`src/rtl/jk_reg_n.sv`:
```
// jk_reg_n: WIDTH-bit multi-function register.
// Modes: per-bit JK flip-flop, up/down counter, left/right shifter, parallel load.
// q is the only state; q_n, tc and ser_out are derived combinationally from q and the controls.
module jk_reg_n #(
    parameter int unsigned       WIDTH   = 8,
    parameter logic [WIDTH-1:0]  RST_VAL = '0
) (
    input  logic             clk,
    input  logic             rst_n,
    input  logic             en,
    input  logic [1:0]       mode,
    input  logic [WIDTH-1:0] j,
    input  logic [WIDTH-1:0] k,
    input  logic [WIDTH-1:0] d,
    input  logic             dir,
    input  logic             ser_in,
    output logic [WIDTH-1:0] q,
    output logic [WIDTH-1:0] q_n,
    output logic             tc,
    output logic             ser_out
);

    typedef enum logic [1:0] {
        MODE_JK    = 2'b00,
        MODE_COUNT = 2'b01,
        MODE_SHIFT = 2'b10,
        MODE_LOAD  = 2'b11
    } mode_t;

    localparam logic [WIDTH-1:0] ONE = {{(WIDTH-1){1'b0}}, 1'b1};

    mode_t            op;
    logic [WIDTH-1:0] jk_next;
    logic [WIDTH-1:0] q_next;

    assign op = mode_t'(mode);

    // Per-bit JK behaviour: 00 hold, 01 clear, 10 set, 11 toggle.
    always_comb begin
        jk_next = q;
        for (int unsigned i = 0; i < WIDTH; i++) begin
            unique case ({j[i], k[i]})
                2'b00:   jk_next[i] = q[i];
                2'b01:   jk_next[i] = 1'b0;
                2'b10:   jk_next[i] = 1'b1;
                default: jk_next[i] = ~q[i];
            endcase
        end
    end

    // Next-state select for an enabled edge.
    always_comb begin
        q_next = q;
        unique case (op)
            MODE_JK:    q_next = jk_next;
            MODE_COUNT: q_next = dir ? (q + ONE) : (q - ONE);
            MODE_SHIFT: q_next = dir ? {q[WIDTH-2:0], ser_in} : {ser_in, q[WIDTH-1:1]};
            default:    q_next = d;
        endcase
    end

    // State register: synchronous active-low reset, then enable-gated update.
    always_ff @(posedge clk) begin
        if (!rst_n) begin
            q <= RST_VAL;
        end else if (en) begin
            q <= q_next;
        end
    end

    assign q_n     = ~q;
    assign tc      = en && (op == MODE_COUNT) && (dir ? (&q) : ~(|q));
    assign ser_out = dir ? q[WIDTH-1] : q[0];

endmodule

```
`config.mk`:
```
export PLATFORM = sky130hd
export DESIGN_NAME = jk_reg_n
export DESIGN_NICKNAME = d
export VERILOG_FILES = /design/src/rtl/jk_reg_n.sv
export SDC_FILE = /design/constraint.sdc
export NUM_CORES = 1
export LEC_CHECK = 0
export ABC_AREA = 1
export ABC_CLOCK_PERIOD_IN_PS = 2100
export CAP_MARGIN = 15
export CORE_ASPECT_RATIO = 1.2
export CORE_MARGIN = 2
export CORE_UTILIZATION = 46
export CTS_CLUSTER_DIAMETER = 120
export DETAILED_ROUTE_END_ITERATION = 7
export GPL_ROUTABILITY_DRIVEN = 0
export PLACE_DENSITY_LB_ADDON = 0.25
export SETUP_SLACK_MARGIN = 0.2
export SLEW_MARGIN = 20
export SYNTH_ARGS = -nofsm -noshare
export SYNTH_HDL_FRONTEND = slang
export SYNTH_SLANG_ARGS = --single-unit
```
`constraint.sdc`:
```
create_clock -name clk -period 2.1 [get_ports clk]
set_clock_uncertainty 0.05 [all_clocks]
set_input_delay 0.315 -clock clk [delete_from_list [all_inputs] [get_ports clk]]
set_output_delay 0.315 -clock clk [all_outputs]
set_load 0.05 [all_outputs]
```
After elaboration in Yosys (flattened, before gate mapping). Cells that the tools add are included.

Flip-flop bits (word level): 8. Bits of input ports: 31. Output and inout port bits: 18. Logic and storage cells: 80.

Add/subtract/negate cells: 2. Eq/ne operators: 26. Multiplexer cells: 13. Bitwise operators: 10. Reduce and logical (&&, ||, !) cells: 21.

Operators by type and width (number): 1-bit one-hot mux with 3 select lines (8); 8-bit one-hot mux with 3 select lines (1); 2-bit by 1-bit == test with 1-bit output, second input constant (9); 2-bit == test, second input constant (9); 2-bit logical NOT (9); 8-bit 2-to-1 mux (2); 2-bit inequality test, second input constant (8); 2-bit AND reduction (8); 1-bit inverter (9); 8-bit by 1-bit adder with 8-bit output, second input constant (1); 8-bit inverter (1); 8-bit AND reduction (1); 8-bit OR reduction (1); 8-bit by 1-bit subtractor with 8-bit output, second input constant (1); 1-bit logical AND (2); 1-bit 2-to-1 mux (2).

Longest topological paths before layout. Gate-level depths: netlist of the first run.

Depth in word-level cells: 4. Mapped depth: 11. Gate-level depth less buffers: 11.

Worst setup path after synthesis of the first run. OpenSTA, ideal clock, no wires.

Path type: flip-flop to output port. From: register q[0]. To: output port ser_out. Arrival time: 2.366 ns. Required time: 1.735 ns. Path slack: -0.631 ns. Cell stages (with the launch flop): 3. Buffers on the path: 0. Cell sequence: dfxtp_1 > inv_1 > o21ai_0.

Longest elaborated chain between the ends: 1.

RTL lines: start: declaration (line 17) `output logic [WIDTH-1:0] q,`; start signal: assignment (line 67) `q <= q_next;`; 1-bit 2-to-1 mux (line 73) `assign ser_out = dir ? q[WIDTH-1] : q[0];`; end: declaration (line 20) `output logic ser_out`.

Every way passes these cells.

Final worst setup path of the first run.
From: input port dir. To: output port tc.

Longest elaborated chain between the ends: 2.

RTL lines: start: declaration (line 15) `input logic dir,`; 1-bit 2-to-1 mux (line 72) `assign tc = en && (op == MODE_COUNT) && (dir ? (&q) : ~(|q));`; 1-bit logical AND (line 72); end: declaration (line 19) `output logic tc,`.

Every way passes these cells.

==> results.json, run 1 <==
{
  "outcome": "finished clean",
  "final_cell_mix": "nand2_1 (59), inv_1 (46), clkdlybuf4s50_1 (35), a21oi_1 (24), ha_1 (21)",
  "drv_cap": 0,
  "die_w_um": 53.9,
  "synth-seq-cells": 8,
  "cts_num_sinks": 8,
  "crit_arrival_ns": 1.57,
  "grt_util_met1_pct": 35.8,
  "r2r_end": "q[6]$_SDFFE_PN0P_",
  "fin_crit_ns": 1.93,
  "async_flop_share_pct": 0,
  "hold_viol": 0,
  "synth-edff-count": 0,
  "place_area_sq_um": 2040,
  "root_buffer": "clkbuf_4",
  "p_per_area_nw_per_um2": 397,
  "use_met3_pct": 2.34,
  "maxSlewViolCount": 0,
  "cts_tree": "built",
  "hold_depth": 2,
  "p_int_uw": 457,
  "antenna_found_initial": 0,
  "hold_class": "flop to flop",
  "syn_nets": 292,
  "clk_pin_slew_worst_paths_ns": 0.07,
  "track_usage_pct": 25.7,
  "detail-route-antenna-nets": 0,
  "ir_drop_v": 0.000292,
  "pwr-share-seq_pct": 22.3,
  "hp-start": "q[4]$_SDFFE_PN0P_",
  "start_util_pct": 49.0,
  "top_usage_layer": "met2",
  "syn_area_per_cell_sq_um": 5.78,
  "top_regs": "q (8)",
  "clock_latency_ns": 0.27,
  "syn_to_final_growth_pct": 57.2,
  "first_pass_iters": 5,
  "period_share_pct": 91.9,
  "setup_viol": 0,
  "relSlewSlack_pct": 66.2,
  "syn_inst": 238,
  "num_rows": 21,
  "regMostFlops": "q",
  "fin_tns_setup_ns": 0,
  "grt_pass1_vias": 1568,
  "critPathRequiredTime_ns": 1.74,
  "synth.yosys.seq_area_share_pct": 11.6,
  "fillers": 212,
  "synth_area_sq_um": 1380,
  "rr_worst_depth": 11,
  "grt_max_degree": 11,
  "port_buffers": 48,
  "overflow": 0,
  "h-tree-depth": 1,
  "synth_cell_type_count": 26,
  "dp_cells": 331,
  "yosysWarnings": 0,
  "r2r-start": "q[0]$_SDFFE_PN0P_",
  "vias": 1811,
  "cp-end-kind": "output port",
  "cts_hold_buf": 0,
  "clkPwrFrac_pct": 17.2,
  "dp_hpwl_um": 3330,
  "diodes": 0,
  "start_kind": "primary input",
  "holdPathEnd": "q[4]$_SDFFE_PN0P_",
  "io_pins": 49,
  "wl_per_cell_um": 12.9,
  "p_sw_share_pct": 46.7,
  "met2_usage_pct": 39.6,
  "dieArea_sq_um": 3450,
  "synth_ff_type": "dfxtp_1",
  "core-area_sq_um": 2810,
  "criticalPathCategory": "primary input to output port",
  "final_cells": 340,
  "fmax_mhz": 518,
  "die_h_um": 63.9,
  "drive_gt1_share_pct": 15.7,
  "tightest_slew_ns": 0.506,
  "rsz0062_at_grt": "yes",
  "largest_reg_flops": 8,
  "drc": 0,
  "r2r_slack_ns": 0.39,
  "final_common_cell": "nand2_1",
  "drt-initial-drc-count": 106,
  "postLayoutCellArea_sq_um": 2160,
  "grt_pass1_wl_um": 6650,
  "clockBufferDepth": 2,
  "fin_nets": 361,
  "power_switching_uw": 401,
  "p_comb_share_pct": 60.5,
  "numCtsBuffers": 3,
  "path_max_fanout": 8,
  "wl_um": 4370,
  "total_leakage_power_uw": 0.00110,
  "avgViaCountPerCell": 5.33
}
synth_stat cells (all sizes together), types with 2 or more instances:
| cell | instances | area (sq um) |
|---|---|---|
| a21oi | 26 | 130 |
| buf | 3 | 17.5 |
| dfxtp | 8 | 160 |
| ha | 22 | 275 |
| inv | 49 | 184 |
| nand2 | 60 | 225 |
| nand3 | 15 | 75.1 |
| nand4 | 2 | 12.5 |
| nor2 | 17 | 71.3 |
| nor3 | 4 | 20.0 |
| o2111ai | 2 | 17.5 |
| o211ai | 2 | 15.0 |
| o21ai | 16 | 80.1 |
| or2 | 5 | 31.3 |
critical path, cell delays in order:
cell	delay, ns
dlygate4sd2_1	0.26
clkinv_1	0.07
buf_6	0.14
buf_4	0.15
nand2_1	0.09
nor3_2	0.15
a21oi_2	0.09
nor2_4	0.14
buf_8	0.15
worst max path at each step:
stage / startpoint / end / slack [ns] / cells past startpoint
global placement: dir / q[5]$_SDFFE_PN0P_ / -0.22 / 11
floorplan: q[1]$_SDFFE_PN0P_ / tc / 0.13 / 4
detailed placement: dir / q[6]$_SDFFE_PN0P_ / -0.27 / 13
finish: dir / tc / 0.17 / 9
global route: dir / tc / 0.13 / 9
CTS: q[0]$_SDFFE_PN0P_ / tc / 0.09 / 5
power by group through the flow:
| stage | clock, uW | combinational [uW] | sequential, uW |
|---|---|---|---|
| floorplan | 0 | 262 | 231 |
| global placement | 0 | 485 | 196 |
| detailed placement | 0 | 493 | 196 |
| CTS | 150 | 488 | 192 |
| global route | 153 | 565 | 194 |
| finish | 148 | 519 | 191 |
layer usage:
layer,part of all wire [%],routed length (um)
met5,0,0
met2,49,2130
met4,1.8,79
met1,43,1870
met3,6.6,288
metrics by stage:
| stage | util [%] | worst slack, ns | hold slack [ns] | total power (uW) |
|---|---|---|---|---|
| 6_report | 76.9 | 0.169 | 0.472 | 858 |
| 5_1_grt | 76.9 | 0.132 | 0.505 | 912 |
| 4_1_cts | 73.5 | 0.0897 | 0.466 | 830 |
| 3_5_place_dp | 72.6 | -0.266 | 0.455 | 688 |
| 3_3_place_gp | 72.6 | -0.224 | 0.454 | 681 |
| 2_1_floorplan | - | 0.132 | 0.457 | 493 |
kinds of logic after synthesis:
family | count (synthesis) | share of synthesized area [%]
simple gates | 105 | 32.6
flops | 8 | 11.6
compound gates | 49 | 19.4
buf+inv | 53 | 14.9
fa+ha+maj | 23 | 21.5
area by class of cell:
type	instances	area [sq um]	share of cell area (%)
Sequential cell	8	184	8.50
Clock buffer	4	26.3	1.21
Tap cell	34	42.5	1.97
Multi-Input combinational cell	177	1070	49.6
Timing Repair Buffer	67	643	29.7
Inverter	50	195	9.02
timing repair:
action                                 CTS  global route
setup endpoints to repair               15             9
setup buffers                            0             5
gates resized for setup                 10            16
endpoints found under the hold margin    0             0
pin swaps                                2             3
Power figures use the tool's default switching activity.
==> run 2, diff against run 1 <==
Settings changed: ABC_CLOCK_PERIOD_IN_PS 2100 to 2450, CORE_UTILIZATION 46 to 49, TNS_END_PERCENT set to 5.
Clock period 2.1 ns to 2.45 ns, I/O delays scaled along.
==> run 2 against run 1 <==
First-iteration DRC count shrank 62%. Die area shrank 5.7%. Routed wire length shrank 7.8%. Register-to-register slack gained 0.33 ns. Worst hold slack gained 0.033 ns. Sequential cell count is the same. Via count shrank 3.7%. Sequential share of layout area shrank 0.55 points. Sequential power shrank 15%. Global-route usage grew 0.55 points.
==> results.json, run 2 (synthesis gave the netlist of run 1 again) <==
{
  "power_switching_uw": 316,
  "clock_latency_ns": 0.26,
  "num_rows": 21,
  "grt_pass1_vias": 1569,
  "syn_to_final_growth_pct": 47.5,
  "overflow": 0,
  "grt_pass1_wl_um": 6400,
  "path_max_fanout": 8,
  "die_h_um": 62.1,
  "fin_crit_ns": 2.08,
  "p_per_area_nw_per_um2": 338,
  "drv_cap": 0,
  "detail-route-antenna-nets": 0,
  "clockBufferDepth": 2,
  "drive_gt1_share_pct": 9.12,
  "h-tree-depth": 1,
  "utilization_pct": 74.3,
  "dp_hpwl_um": 3180,
  "pwr-share-seq_pct": 23.7,
  "cts_hold_buf": 0,
  "die_w_um": 52.4,
  "seqCellArea_sq_um": 161,
  "io_pins": 49,
  "crit_arrival_ns": 1.67,
  "top_regs": "q (8)",
  "outcome": "finished clean",
  "finalHoldWorstSlack_ns": 0.505,
  "hold_viol": 0,
  "tightest_slew_ns": 0.532,
  "cp-end-kind": "output port",
  "wl_per_cell_um": 12.2,
  "p_comb_share_pct": 60.7,
  "dieArea_sq_um": 3250,
  "final_common_cell": "nand2_1",
  "power.total_uw": 687,
  "fmax_mhz": 480,
  "cts_tree": "built",
  "critPathRequiredTime_ns": 2.03,
  "largest_reg_flops": 8,
  "maxSlewViolCount": 0,
  "worstSetupStartpoint": "q[0]$_SDFFE_PN0P_",
  "wl_um": 4030,
  "first_pass_iters": 4,
  "hold_class": "flop to flop",
  "p_int_uw": 370,
  "total_leakage_power_uw": 0.00104,
  "grt_max_degree": 14,
  "fin_ws_ns": 0.367,
  "diodes": 0,
  "start_util_pct": 50.4,
  "setup_viol": 0,
  "fillers": 232,
  "ir_drop_v": 0.000258,
  "multi_input_area_sq_um": 1040,
  "final_cell_mix": "nand2_1 (60), inv_1 (48), clkdlybuf4s50_1 (45), a21oi_1 (26), ha_1 (22)",
  "port_buffers": 48,
  "criticalPathCategory": "flop to output port",
  "vias": 1744,
  "start_kind": "flop",
  "drc": 0,
  "clk_pin_slew_worst_paths_ns": 0.06,
  "place_ws_ns": 0.0389,
  "fin_nets": 352,
  "regMostFlops": "q",
  "rr_worst_depth": 8,
  "avgViaCountPerCell": 5.28,
  "root_buffer": "clkbuf_4",
  "clkPwrFrac_pct": 15.6,
  "r2r-start": "q[2]$_SDFFE_PN0P_",
  "rsz0062_at_grt": "no",
  "drt-initial-drc-count": 40,
  "antenna_found_initial": 0,
  "p_sw_share_pct": 46.0,
  "cts_num_sinks": 8,
  "relSlewSlack_pct": 64.4,
  "fin_tns_setup_ns": 0,
  "hold_depth": 2,
  "track_usage_pct": 26.2,
  "period_share_pct": 85.0,
  "core-area_sq_um": 2730,
  "hp-start": "q[7]$_SDFFE_PN0P_",
  "numCtsBuffers": 3
}
run 2: power by group through the flow:
| stage | Sequential (uW) | Combinational (uW) | Clock, uW |
|---|---|---|---|
| after floorplan | 195 | 221 | 0 |
| after detailed placement | 164 | 406 | 0 |
| after global placement | 164 | 400 | 0 |
| after CTS | 162 | 410 | 106 |
| after global routing | 164 | 461 | 110 |
| final | 163 | 416 | 107 |
run 2: metrics by stage:
step / area, sq um / cells
floorplan: 1390 / 238
global placement: 1950 / 324
detailed placement: 1950 / 324
CTS: 1990 / 327
global route: 2030 / 330
finish: 2030 / 330
run 2: layout make-up:
type,count,area share [%]
well taps,34,2.09
inverters,50,9.24
multi-input cells,177,51.2
clock buffers,3,1.11
flip-flops and latches,8,7.95
repair buffers,58,28.4
run 2: routing by layer:
metal	global-route usage (%)	up-vias	share of wire [%]	routed length, um
met3	0.239	12	4.7	188
met1	33.0	783	44	1770
met2	46.1	60	49	1970
met5	0	-	0	0
li1	-	889	-	-
met4	13.9	0	2.6	103
run 2: worst max-delay path, stage by stage, from the launching register on:
cell and delay, ns:
dfxtp_1 0.52, inv_1 0.16, clkdlybuf4s50_1 0.73
run 2: path summary, 6_finish.rpt:
kind | slack [ns] | endpoint
max | 0.37 | q_n[0]
min | 0.50 | q[7]$_SDFFE_PN0P_
max reg2reg | 0.72 | q[7]$_SDFFE_PN0P_
min reg2reg | 0.50 | q[7]$_SDFFE_PN0P_
run 2: timing repair:
| item | in CTS | in global routing |
|---|---|---|
| buffers inserted | 0 | 3 |
| gates resized for setup | 3 | 5 |
| setup endpoints to repair | 1 | 4 |
| pin swaps | 1 | 1 |
